==> src/rtl/mult_ctrl_if.sv <==
// rtl/mult_ctrl_if.sv - start/operand/result bundle for the shift-add multiplier controller
interface mult_ctrl_if #(
  parameter int WIDTH = 8
) ();
  localparam int CW = $clog2(WIDTH + 1);

  logic                 start;
  logic [WIDTH-1:0]     a_in;
  logic [WIDTH-1:0]     b_in;
  logic                 busy;
  logic                 done;
  logic [2*WIDTH-1:0]   product;
  logic [CW-1:0]        step;

  modport master (
    output start, a_in, b_in,
    input  busy, done, product, step
  );

  modport slave (
    input  start, a_in, b_in,
    output busy, done, product, step
  );
endinterface

==> src/rtl/mult_ctrl.sv <==
// rtl/mult_ctrl.sv - shift-add multiplier sequencer with internal A/{C,H,L} datapath
module mult_ctrl #(
  parameter int WIDTH = 8
) (
  input  logic         clk,
  input  logic         reset,
  mult_ctrl_if.slave   bus
);
  localparam int CW = $clog2(WIDTH + 1);

  typedef enum logic [1:0] {
    S_IDLE = 2'd0,
    S_CALC = 2'd1,
    S_DONE = 2'd2
  } state_t;

  state_t               state;
  state_t               state_nxt;
  logic [WIDTH-1:0]     a_reg;
  logic [WIDTH-1:0]     h_reg;
  logic [WIDTH-1:0]     l_reg;
  logic                 c_reg;
  logic [CW-1:0]        cnt;
  logic [2*WIDTH-1:0]   product_reg;
  logic [WIDTH:0]       sum;
  logic                 last_iter;

  // C is always cleared by the shift, so folding it into the add keeps the sum exact
  assign sum       = {c_reg, h_reg} + {1'b0, (l_reg[0] ? a_reg : {WIDTH{1'b0}})};
  assign last_iter = (cnt == CW'(WIDTH - 1));

  always_ff @(posedge clk) begin
    if (reset) begin
      state <= S_IDLE;
    end else begin
      state <= state_nxt;
    end
  end

  always_comb begin
    state_nxt = state;
    case (state)
      S_IDLE:  if (bus.start) state_nxt = S_CALC;
      S_CALC:  if (last_iter) state_nxt = S_DONE;
      S_DONE:  state_nxt = S_IDLE;
      default: state_nxt = S_IDLE;
    endcase
  end

  always_comb begin
    bus.busy    = (state == S_CALC) || (state == S_DONE);
    bus.done    = (state == S_DONE);
    bus.product = product_reg;
    bus.step    = cnt;
  end

  always_ff @(posedge clk) begin
    if (reset) begin
      a_reg       <= '0;
      h_reg       <= '0;
      l_reg       <= '0;
      c_reg       <= 1'b0;
      cnt         <= '0;
      product_reg <= '0;
    end else begin
      case (state)
        S_IDLE: begin
          if (bus.start) begin
            a_reg <= bus.a_in;
            l_reg <= bus.b_in;
            h_reg <= '0;
            c_reg <= 1'b0;
            cnt   <= '0;
          end
        end
        S_CALC: begin
          // {C,H,L} <= {0,sum,L} >> 1
          c_reg <= 1'b0;
          h_reg <= sum[WIDTH:1];
          l_reg <= {sum[0], l_reg[WIDTH-1:1]};
          cnt   <= cnt + 1'b1;
          if (last_iter) begin
            product_reg <= {sum, l_reg[WIDTH-1:1]};
          end
        end
        default: ;
      endcase
    end
  end
endmodule

==> src/flat_wrapper.sv <==
// flat-port wrapper written by rule: the top's interface ports become plain ports
module mult_ctrl_flat 
#(
  parameter int WIDTH = 8
)
  (clk, reset, bus_start, bus_a_in, bus_b_in, bus_busy, bus_done, bus_product, bus_step);
  mult_ctrl_if #(.WIDTH(WIDTH)) bus_i ();
  input  logic clk;
  input  logic reset;
  input wire logic [$bits(bus_i.start)-1:0] bus_start;
  input wire logic [$bits(bus_i.a_in)-1:0] bus_a_in;
  input wire logic [$bits(bus_i.b_in)-1:0] bus_b_in;
  output wire logic [$bits(bus_i.busy)-1:0] bus_busy;
  output wire logic [$bits(bus_i.done)-1:0] bus_done;
  output wire logic [$bits(bus_i.product)-1:0] bus_product;
  output wire logic [$bits(bus_i.step)-1:0] bus_step;
  assign bus_i.start = bus_start;
  assign bus_i.a_in = bus_a_in;
  assign bus_i.b_in = bus_b_in;
  assign bus_busy = bus_i.busy;
  assign bus_done = bus_i.done;
  assign bus_product = bus_i.product;
  assign bus_step = bus_i.step;
  mult_ctrl #(.WIDTH(WIDTH)) u_core (.clk(clk), .reset(reset), .bus(bus_i));
endmodule
==> config.mk <==
export PLATFORM = sky130hd
export DESIGN_NAME = mult_ctrl_flat
export DESIGN_NICKNAME = d
export VERILOG_FILES = /design/src/rtl/mult_ctrl_if.sv /design/src/rtl/mult_ctrl.sv /design/src/flat_wrapper.sv
export SDC_FILE = /design/constraint.sdc
export NUM_CORES = 1
export LEC_CHECK = 0
export CELL_PAD_IN_SITES_DETAIL_PLACEMENT = 0
export CELL_PAD_IN_SITES_GLOBAL_PLACEMENT = 2
export CORE_AREA = 2 2 75 106
export DETAILED_ROUTE_END_ITERATION = 16
export DIE_AREA = 0 0 77 108
export PLACE_DENSITY = 0.87
export SYNTH_ARGS = -nofsm -noshare
export SYNTH_HDL_FRONTEND = slang
export SYNTH_SLANG_ARGS = --single-unit
==> constraint.sdc <==
create_clock -name clk -period 2.3 [get_ports clk]
set_input_delay 0.46 -clock clk [delete_from_list [all_inputs] [get_ports clk]]
set_output_delay 0.46 -clock clk [all_outputs]
set_load 0.1 [all_outputs]
# Yosys cells after proc, flatten, opt, wreduce, memory -nomap -nowiden
# Cells that the tools add are included.
dict set report word_totals {
  output_inout_bits 22
  latch_bits 0
  register_bits 47
  ramBits 0
  word_cells 33
  mem_count 0
  romBits 0
}
dict set report classes {
  n_shift 0
  n_mux 12
  order_cmp 0
  n_div 0
  n_bitwise 0
  n_eq_ne 5
  reduce_logical 7
  add_sub_neg 2
  n_mul 0
}
# cell n
set op_table {}
lappend op_table {{one-hot mux 8 bit (2 select lines)} 2}
lappend op_table {{two-way mux 8 bit} 3}
lappend op_table {{adder 9 x 8 -> 9 bit} 1}
lappend op_table {{one-hot mux 4 bit (2 select lines)} 1}
lappend op_table {{AND reduction 2 bit} 4}
lappend op_table {{adder 4 x 1 -> 4 bit (second input constant)} 1}
lappend op_table {{== test 4 x 3 -> 1 bit (second input constant)} 1}
lappend op_table {{two-way mux 2 bit} 2}
lappend op_table {{two-way mux 4 bit} 1}
lappend op_table {{one-hot mux 2 bit (2 select lines)} 1}
lappend op_table {{== test 2 x 1 -> 1 bit (second input constant)} 1}
lappend op_table {{== test 2 bit (second input constant)} 1}
lappend op_table {{zero test 2 bit} 1}
lappend op_table {{!= test 2 x 1 -> 1 bit (second input constant)} 1}
lappend op_table {{!= test 2 bit (second input constant)} 1}
lappend op_table {{one-hot mux 1 bit (2 select lines)} 1}
lappend op_table {{nonzero test 2 bit} 1}
lappend op_table {{logical OR 1 bit} 1}
lappend op_table {{two-way mux 1 bit} 1}

# Logic depth before layout (Yosys ltp)
# Gate-level depths: netlist of run 1.
dict set report logic_depth {
  word_depth 3
  depth_mapped 9
  mapped_depth_nobuf 9
}

# Worst setup path before layout of run 1
# OpenSTA, ideal clock, no wires.
dict set report synth_timing {
  path_kind {flip-flop to flip-flop}
  startpoint {register u_core.cnt[0], in the netlist u_core.bus.step[0]}
  endpoint {register u_core.product_reg[9], in the netlist u_core.bus.product[9]}
  path_buffers 1
  stages_incl_launch_ff 7
  t_arrival_ns 2.136
  setup_slack_ns 0.093
  period_less_slack_ns 2.207
  cell_sequence {dfxtp_1 > ha_1 > nand2_1 > nor3b_4 > buf_4 > nand2_1 > a21oi_1}
}
dict set report synth_between {
  elab_chain_cells 2
}
# item line_no
set synth_lines {}
lappend synth_lines {{start: declaration} mult_ctrl.sv:23} ;# logic [CW-1:0] cnt;
lappend synth_lines {{start signal: assignment} mult_ctrl.sv:81} ;# cnt <= cnt + 1'b1;
lappend synth_lines {{== test 4 x 3 -> 1 bit} mult_ctrl.sv:30} ;# assign last_iter = (cnt == CW'(WIDTH - 1));
lappend synth_lines {{AND reduction 2 bit (no line)} n/a}
lappend synth_lines {{end signal: assignment} mult_ctrl.sv:83} ;# product_reg <= {sum, l_reg[WIDTH-1:1]};
lappend synth_lines {{end: declaration} mult_ctrl.sv:24} ;# logic [2*WIDTH-1:0] product_reg;
# Every way passes these cells.
# A chain may end at the register's enable or synchronous reset.

# Worst setup path after layout of run 1
dict set report layout_timing {
  startpoint {register u_core.l_reg[0]}
  endpoint {register u_core.product_reg[15], in the netlist u_core.bus.product[15]}
}
dict set report layout_between {
  elab_chain_cells 2
}
# item line_no
set layout_lines {}
lappend layout_lines {{start: declaration} mult_ctrl.sv:21} ;# logic [WIDTH-1:0] l_reg;
lappend layout_lines {{start signal: assignment} mult_ctrl.sv:70} ;# l_reg <= bus.b_in;
lappend layout_lines {{start signal: assignment} mult_ctrl.sv:80} ;# l_reg <= {sum[0], l_reg[WIDTH-1:1]};
lappend layout_lines {{two-way mux 8 bit} mult_ctrl.sv:29} ;# assign sum = {c_reg, h_reg} + {1'b0, (l_reg[0] ? a_reg : {WIDTH{1'b0}})};
lappend layout_lines {{adder 9 x 8 -> 9 bit} mult_ctrl.sv:29}
# Every way passes these cells.

==> results of run 1 <==
==> path summary, 6_finish.rpt <==
path              slack [ns]                                   to                         start  depth (start not counted)
setup / recovery        0.24  u_core.bus.product[15]$_SDFFE_PP0P_  u_core.l_reg[0]$_SDFFE_PP0P_                          9
hold / removal          0.46         u_core.a_reg[6]$_SDFFE_PP0P_  u_core.a_reg[6]$_SDFFE_PP0P_                          2
setup reg to reg        0.24  u_core.bus.product[15]$_SDFFE_PP0P_  u_core.l_reg[0]$_SDFFE_PP0P_                          9
hold reg to reg         0.46         u_core.a_reg[6]$_SDFFE_PP0P_  u_core.a_reg[6]$_SDFFE_PP0P_                          2
==> critical path: stages, from the launching register on <==
cell,delay [ns]
dfxtp_2,0.38
and2_1,0.14
ha_1,0.20
inv_1,0.07
fa_1,0.39
nand2b_1,0.18
a21oi_1,0.15
a211o_1,0.15
a31oi_1,0.11
a211oi_1,0.22
==> layer usage <==
layer	global-route usage, %	up-vias	routed length (um)
met3	2.17	4	120
met2	25.5	24	2900
met1	15.4	907	2300
li1	-	989	-
met4	6.12	0	95
met5	0	-	0
==> stage by stage <==
stage	hold slack [ns]	instances	cell area, sq um
global route	0.482	394	2790
floorplan	0.432	253	2220
global placement	0.447	387	2710
finish	0.457	394	2790
CTS	0.461	394	2790
detailed placement	0.449	387	2710
==> power groups by stage <==
| stage | registers [mW] | clock network (mW) | logic [mW] |
|---|---|---|---|
| 6_report | 0.853 | 0.474 | 0.256 |
| 5_1_grt | 0.859 | 0.536 | 0.282 |
| 4_1_cts | 0.853 | 0.500 | 0.261 |
| 3_5_place_dp | 0.872 | 0 | 0.260 |
| 3_3_place_gp | 0.871 | 0 | 0.258 |
| 2_1_floorplan | 0.875 | 0 | 0.160 |
==> cell families after synthesis <==
family	count (synthesis)	synth area share (%)
adder cells (fa/ha/maj)	13	7.67
multiplexers	8	3.61
XOR/XNOR	4	1.58
AND/OR/NAND/NOR	94	21.0
flip-flops	46	41.5
buffers and inverters	22	4.45
AO/OA/AOI/OAI	66	20.2
==> cell type report <==
class / instances / area (sq um) / share of cell area (%)
Clock inverter: 1 / 7.51 / 0.269
Inverter: 8 / 30.0 / 1.07
Clock buffer: 6 / 72.6 / 2.60
Sequential cell: 46 / 922 / 33.0
Tap cell: 97 / 121 / 4.34
Timing Repair Buffer: 51 / 440 / 15.8
Multi-Input combinational cell: 185 / 1200 / 42.9
==> cells in the final DEF (no fill, tap or decap), drive strengths merged, types with 2 or more instances in the layout <==
| master | count |
|---|---|
| a211oi | 12 |
| dfxtp | 46 |
| a22oi | 2 |
| clkbuf | 6 |
| o21ai | 5 |
| inv | 8 |
| clkdlybuf4s50 | 18 |
| buf | 33 |
| nor4 | 2 |
| a32oi | 3 |
| o31ai | 5 |
| and2 | 8 |
| xnor2 | 3 |
| nand4 | 2 |
| ha | 12 |
| nor3b | 2 |
| a311o | 2 |
| a21oi | 27 |
| nand3b | 4 |
| nand2b | 3 |
| nor2 | 21 |
| nand3 | 13 |
| mux2i | 8 |
| nand2 | 34 |
| a21o | 3 |
==> timing repair <==
action / 4_1_cts / 5_1_grt
gates resized for setup: 0 / 1
endpoints found under the hold margin: 0 / 0
setup endpoints to repair: 0 / 1
==> impl_metrics.ini, run 1 <==
[floorplanning]
start_util_pct = 30.3
fp.dieH_um = 108
rows = 37
die_x_um = 77
coreArea_sq_mm = 0.00731
pin_count = 41
dieArea_sq_mm = 0.00832

[critical_path]
cp.arrival_ns = 2.27
worstPathMaxFanout = 9
endpoint_kind = register
crit_type = reg -> reg
cp-start-kind = register
cp_data_required_time_ns = 2.52

[clock_tree]
post_cts_buffers = 0
clk_pin_slew_ns = 0.08
htree_num_levels = 2
clk_path_buf_depth = 2
cts-root-buf = clkbuf_8
clk_latency_ns = 0.29
cts_hold_buf = 0
cts_tree = done
clkSinkCount = 46
cts_buffers = 5

[logic_synthesis]
synth.distinct_cells = 45
synth_most_common_cell = dfxtp_1
synth_ff_type = dfxtp_1
ys_seq_elements = 46
ys_top_cells_by_area = dfxtp_1 41%, ha_1 6.8%, a21oi_1 6.1%
synthTopCellsByCount = 46 x dfxtp_1, 34 x nand2_1, 27 x a21oi_1
synth_async_sr_flop_share_pct = 0
synth_edf_count = 0
postSynthCellCount = 253
syn_nets = 285
yosys_warnings = 0
synth_top_cell_by_area = dfxtp_1
synth-seq-area-share_pct = 41.5
yosysTopAreaCellShare_pct = 41.5
syn-cell-area_sq_mm = 0.00222
avgSynthCellArea_sq_um = 8.77

[timing]
min_period_over_period_pct = 89.4
finalSetupTns_ns = 0
finalSetupViolations = 0
slew-limit-headroom_pct = 77.4
worst_slack_ns = 0.243
worst_pin_slew_ns = 0.338
period_minus_slack_ns = 2.06
clock.fmax_mhz = 486
finClkSkew_ns = 0.00594
slew_viol_final = 0
rsz0062_at_grt = false
hold_viol = 0

[power_and_ir_drop]
pwr-share-clk_pct = 30.0
p_comb_share_pct = 16.2
vdd.ir_drop.worst_v = 0.000216
leakagePower_nw = 1.12
switching_power_mw = 0.437
power_density_mw_per_mm2 = 567
internal_power_mw = 1.15
swShare_pct = 27.6
power.total_mw = 1.58
p_seq_share_pct = 53.9

[drt]
drt_first_pass_iters = 4
finalWirelength_um = 5420
wl_per_cell_um = 13.8
drt.antenna.violating_nets = 0
drc_errors = 0
dr_total_vias = 1924
vias_per_cell = 4.88
drt_iter0_markers = 64

[layout]
largest_reg_flops = 16
nets = 329
antenna_cells = 0
drive_above_1_share_pct = 16.2
fill_cells = 805
area_growth_pct = 25.9
utilization_pct = 38.2

[global_route]
grt_pass1_vias = 1850
overflow = 0
grt_pass1_wl_um = 8950
grt_usage_pct = 13.7
antenna_found_initial = 0
grt_max_degree = 33

[placement]
pre_cts_ws_ns = 0.207
dp_hpwl_um = 4050
gp_congestion = 0.789
numPortBuffers = 40

[outcome]
outcome = finished clean

[run]
cap_violations = 0

[min_path]
min_path_type = reg -> reg
Power figures use the tool's default switching activity.
==> inputs of run 2 (changes only) <==
CORE_AREA = 2 2 69 97   (was 2 2 75 106)
DIE_AREA = 0 0 71 99   (was 0 0 77 108)
DONT_BUFFER_PORTS = 1   (was default)
PLACE_DENSITY = 0.86   (was 0.87)
==> run 2 against run 1 <==
Effect of this change:
- die area shrank 15%
- clock power shrank 2%
- power shrank 4.8%
- largest cell class unchanged
==> impl_metrics.ini, run 2 (same netlist as run 1, synthesis figures left out) <==
[clock_tree]
cts_hold_buf = 0
clk_latency_ns = 0.30
clk_path_buf_depth = 2
clk_pin_slew_ns = 0.08
cts-root-buf = clkbuf_8
cts_tree = done
clkSinkCount = 46
cts_buffers = 5
htree_num_levels = 2

[timing]
finClkSkew_ns = 0.00496
slew-limit-headroom_pct = 67.8
slew_viol_final = 0
clock.fmax_mhz = 490
worst_pin_slew_ns = 0.478
period_minus_slack_ns = 2.04
finalSetupViolations = 0
hold_viol = 0
rsz0062_at_grt = false
min_period_over_period_pct = 88.7
finalSetupTns_ns = 0

[power_and_ir_drop]
p_seq_share_pct = 56.5
p_comb_share_pct = 12.9
vdd.ir_drop.worst_v = 0.000331
power.total_mw = 1.51
internal_power_mw = 1.10
pwr-share-clk_pct = 30.7
switching_power_mw = 0.405
leakagePower_nw = 1.02
power_density_mw_per_mm2 = 596
swShare_pct = 26.8

[global_route]
antenna_found_initial = 0
grt_usage_pct = 15.0
grt_pass1_wl_um = 8410
grt_max_degree = 51
overflow = 0
grt_pass1_vias = 1771

[critical_path]
endpoint_kind = register
cp_data_required_time_ns = 2.52
crit_type = reg -> reg
reg2regPathDepth = 9
worstPathMaxFanout = 9
cp-start-kind = register
cp.arrival_ns = 2.26

[drt]
drt_iter0_markers = 57
dr_total_vias = 1817
finalWirelength_um = 4930
drt.antenna.violating_nets = 0
wl_per_cell_um = 14.3
drt_first_pass_iters = 4
drc_errors = 0
vias_per_cell = 5.25

[floorplanning]
pin_count = 41
start_util_pct = 36.0
coreArea_sq_mm = 0.00617
dieArea_sq_mm = 0.00703
rows = 34
die_x_um = 71
fp.dieH_um = 99

[outcome]
outcome = finished clean

[layout]
area_growth_pct = 14.0
largest_reg_flops = 16
utilization_pct = 41.0
final_common_cell = dfxtp_1
fill_cells = 625
drive_above_1_share_pct = 16.1
antenna_cells = 0
nets = 306
mostFrequentLayoutCells = 45 x dfxtp_1, 34 x nand2_1, 28 x buf_4

[min_path]
min_path_type = in -> reg
holdPathStages = 1

[placement]
numPortBuffers = 0
dp_hpwl_um = 3750
gp_congestion = 0.832

[run]
cap_violations = 0
-- run 2: changes by cell type in the layout (fill, tap and decap cells not counted) --
cell             before  now
clkinvlp_4            1    0
buf_12                1    0
buf_4                32   28
clkbuf_1              1    0
clkinv_2              0    2
clkdlybuf4s50_1      18    0
-- run 2: final cells by class --
type	count	area [sq um]	share of cell area, %
clock buffer	5	68.8	2.72
clock inverter	2	10.0	0.395
inverter	8	30.0	1.19
multi-input combinational	185	1200	47.4
sequential	46	922	36.4
tap	72	90.1	3.56
timing repair buffer	28	210	8.30
-- run 2: worst max-delay path, stage by stage (launching register included) --
cell and delay [ns]:
dfxtp_2 0.38, and2_1 0.14, ha_1 0.19, inv_1 0.07
fa_1 0.38, nand2b_1 0.18, a21oi_1 0.15, a211o_1 0.15
a31oi_1 0.10, a211oi_1 0.22
-- run 2: path summary, 6_finish.rpt --
kind | from | end | slack, ns
setup / recovery | u_core.l_reg[0]$_SDFFE_PP0P_ | u_core.bus.product[15]$_SDFFE_PP0P_ | 0.26
hold reg to reg | u_core.a_reg[4]$_SDFFE_PP0P_ | u_core.a_reg[4]$_SDFFE_PP0P_ | 0.45
hold / removal | reset | u_core.bus.product[15]$_SDFFE_PP0P_ | 0.23
setup reg to reg | u_core.l_reg[0]$_SDFFE_PP0P_ | u_core.bus.product[15]$_SDFFE_PP0P_ | 0.26
-- run 2: repair_timing --
action / 4_1_cts / 5_1_grt
gates resized for setup: 0 / 1
endpoints found under the setup margin: 0 / 1
buffers inserted: 0 / 0
endpoints found under the hold margin: 0 / 0
-- run 2: metal layers --
metal	routed length (um)	global-route usage (%)	vias to the layer above	part of all wire, %
li1	-	-	947	-
met1	2030	17.7	835	41
met2	2620	25.7	25	53
met3	179	3.58	10	3.6
met4	110	6.24	0	2.2
met5	0	0	-	0
-- run 2: per-stage QoR --
step | worst slack, ns | hold WS [ns] | instance area [sq um] | cells
after global placement | 0.269 | 0.440 | 2450 | 339
after floorplan | 0.0934 | 0.432 | 2220 | 253
after detailed placement | 0.233 | 0.444 | 2450 | 339
final | 0.261 | 0.235 | 2530 | 346
after CTS | 0.199 | 0.211 | 2530 | 346
after global routing | 0.0641 | 0.203 | 2530 | 346
-- run 2: power groups by stage --
stage	combinational [mW]	clock, mW	sequential [mW]
after floorplan	0.160	0	0.875
after global routing	0.217	0.518	0.858
after global placement	0.194	0	0.870
after CTS	0.197	0.485	0.852
after detailed placement	0.196	0	0.871
final	0.194	0.463	0.852
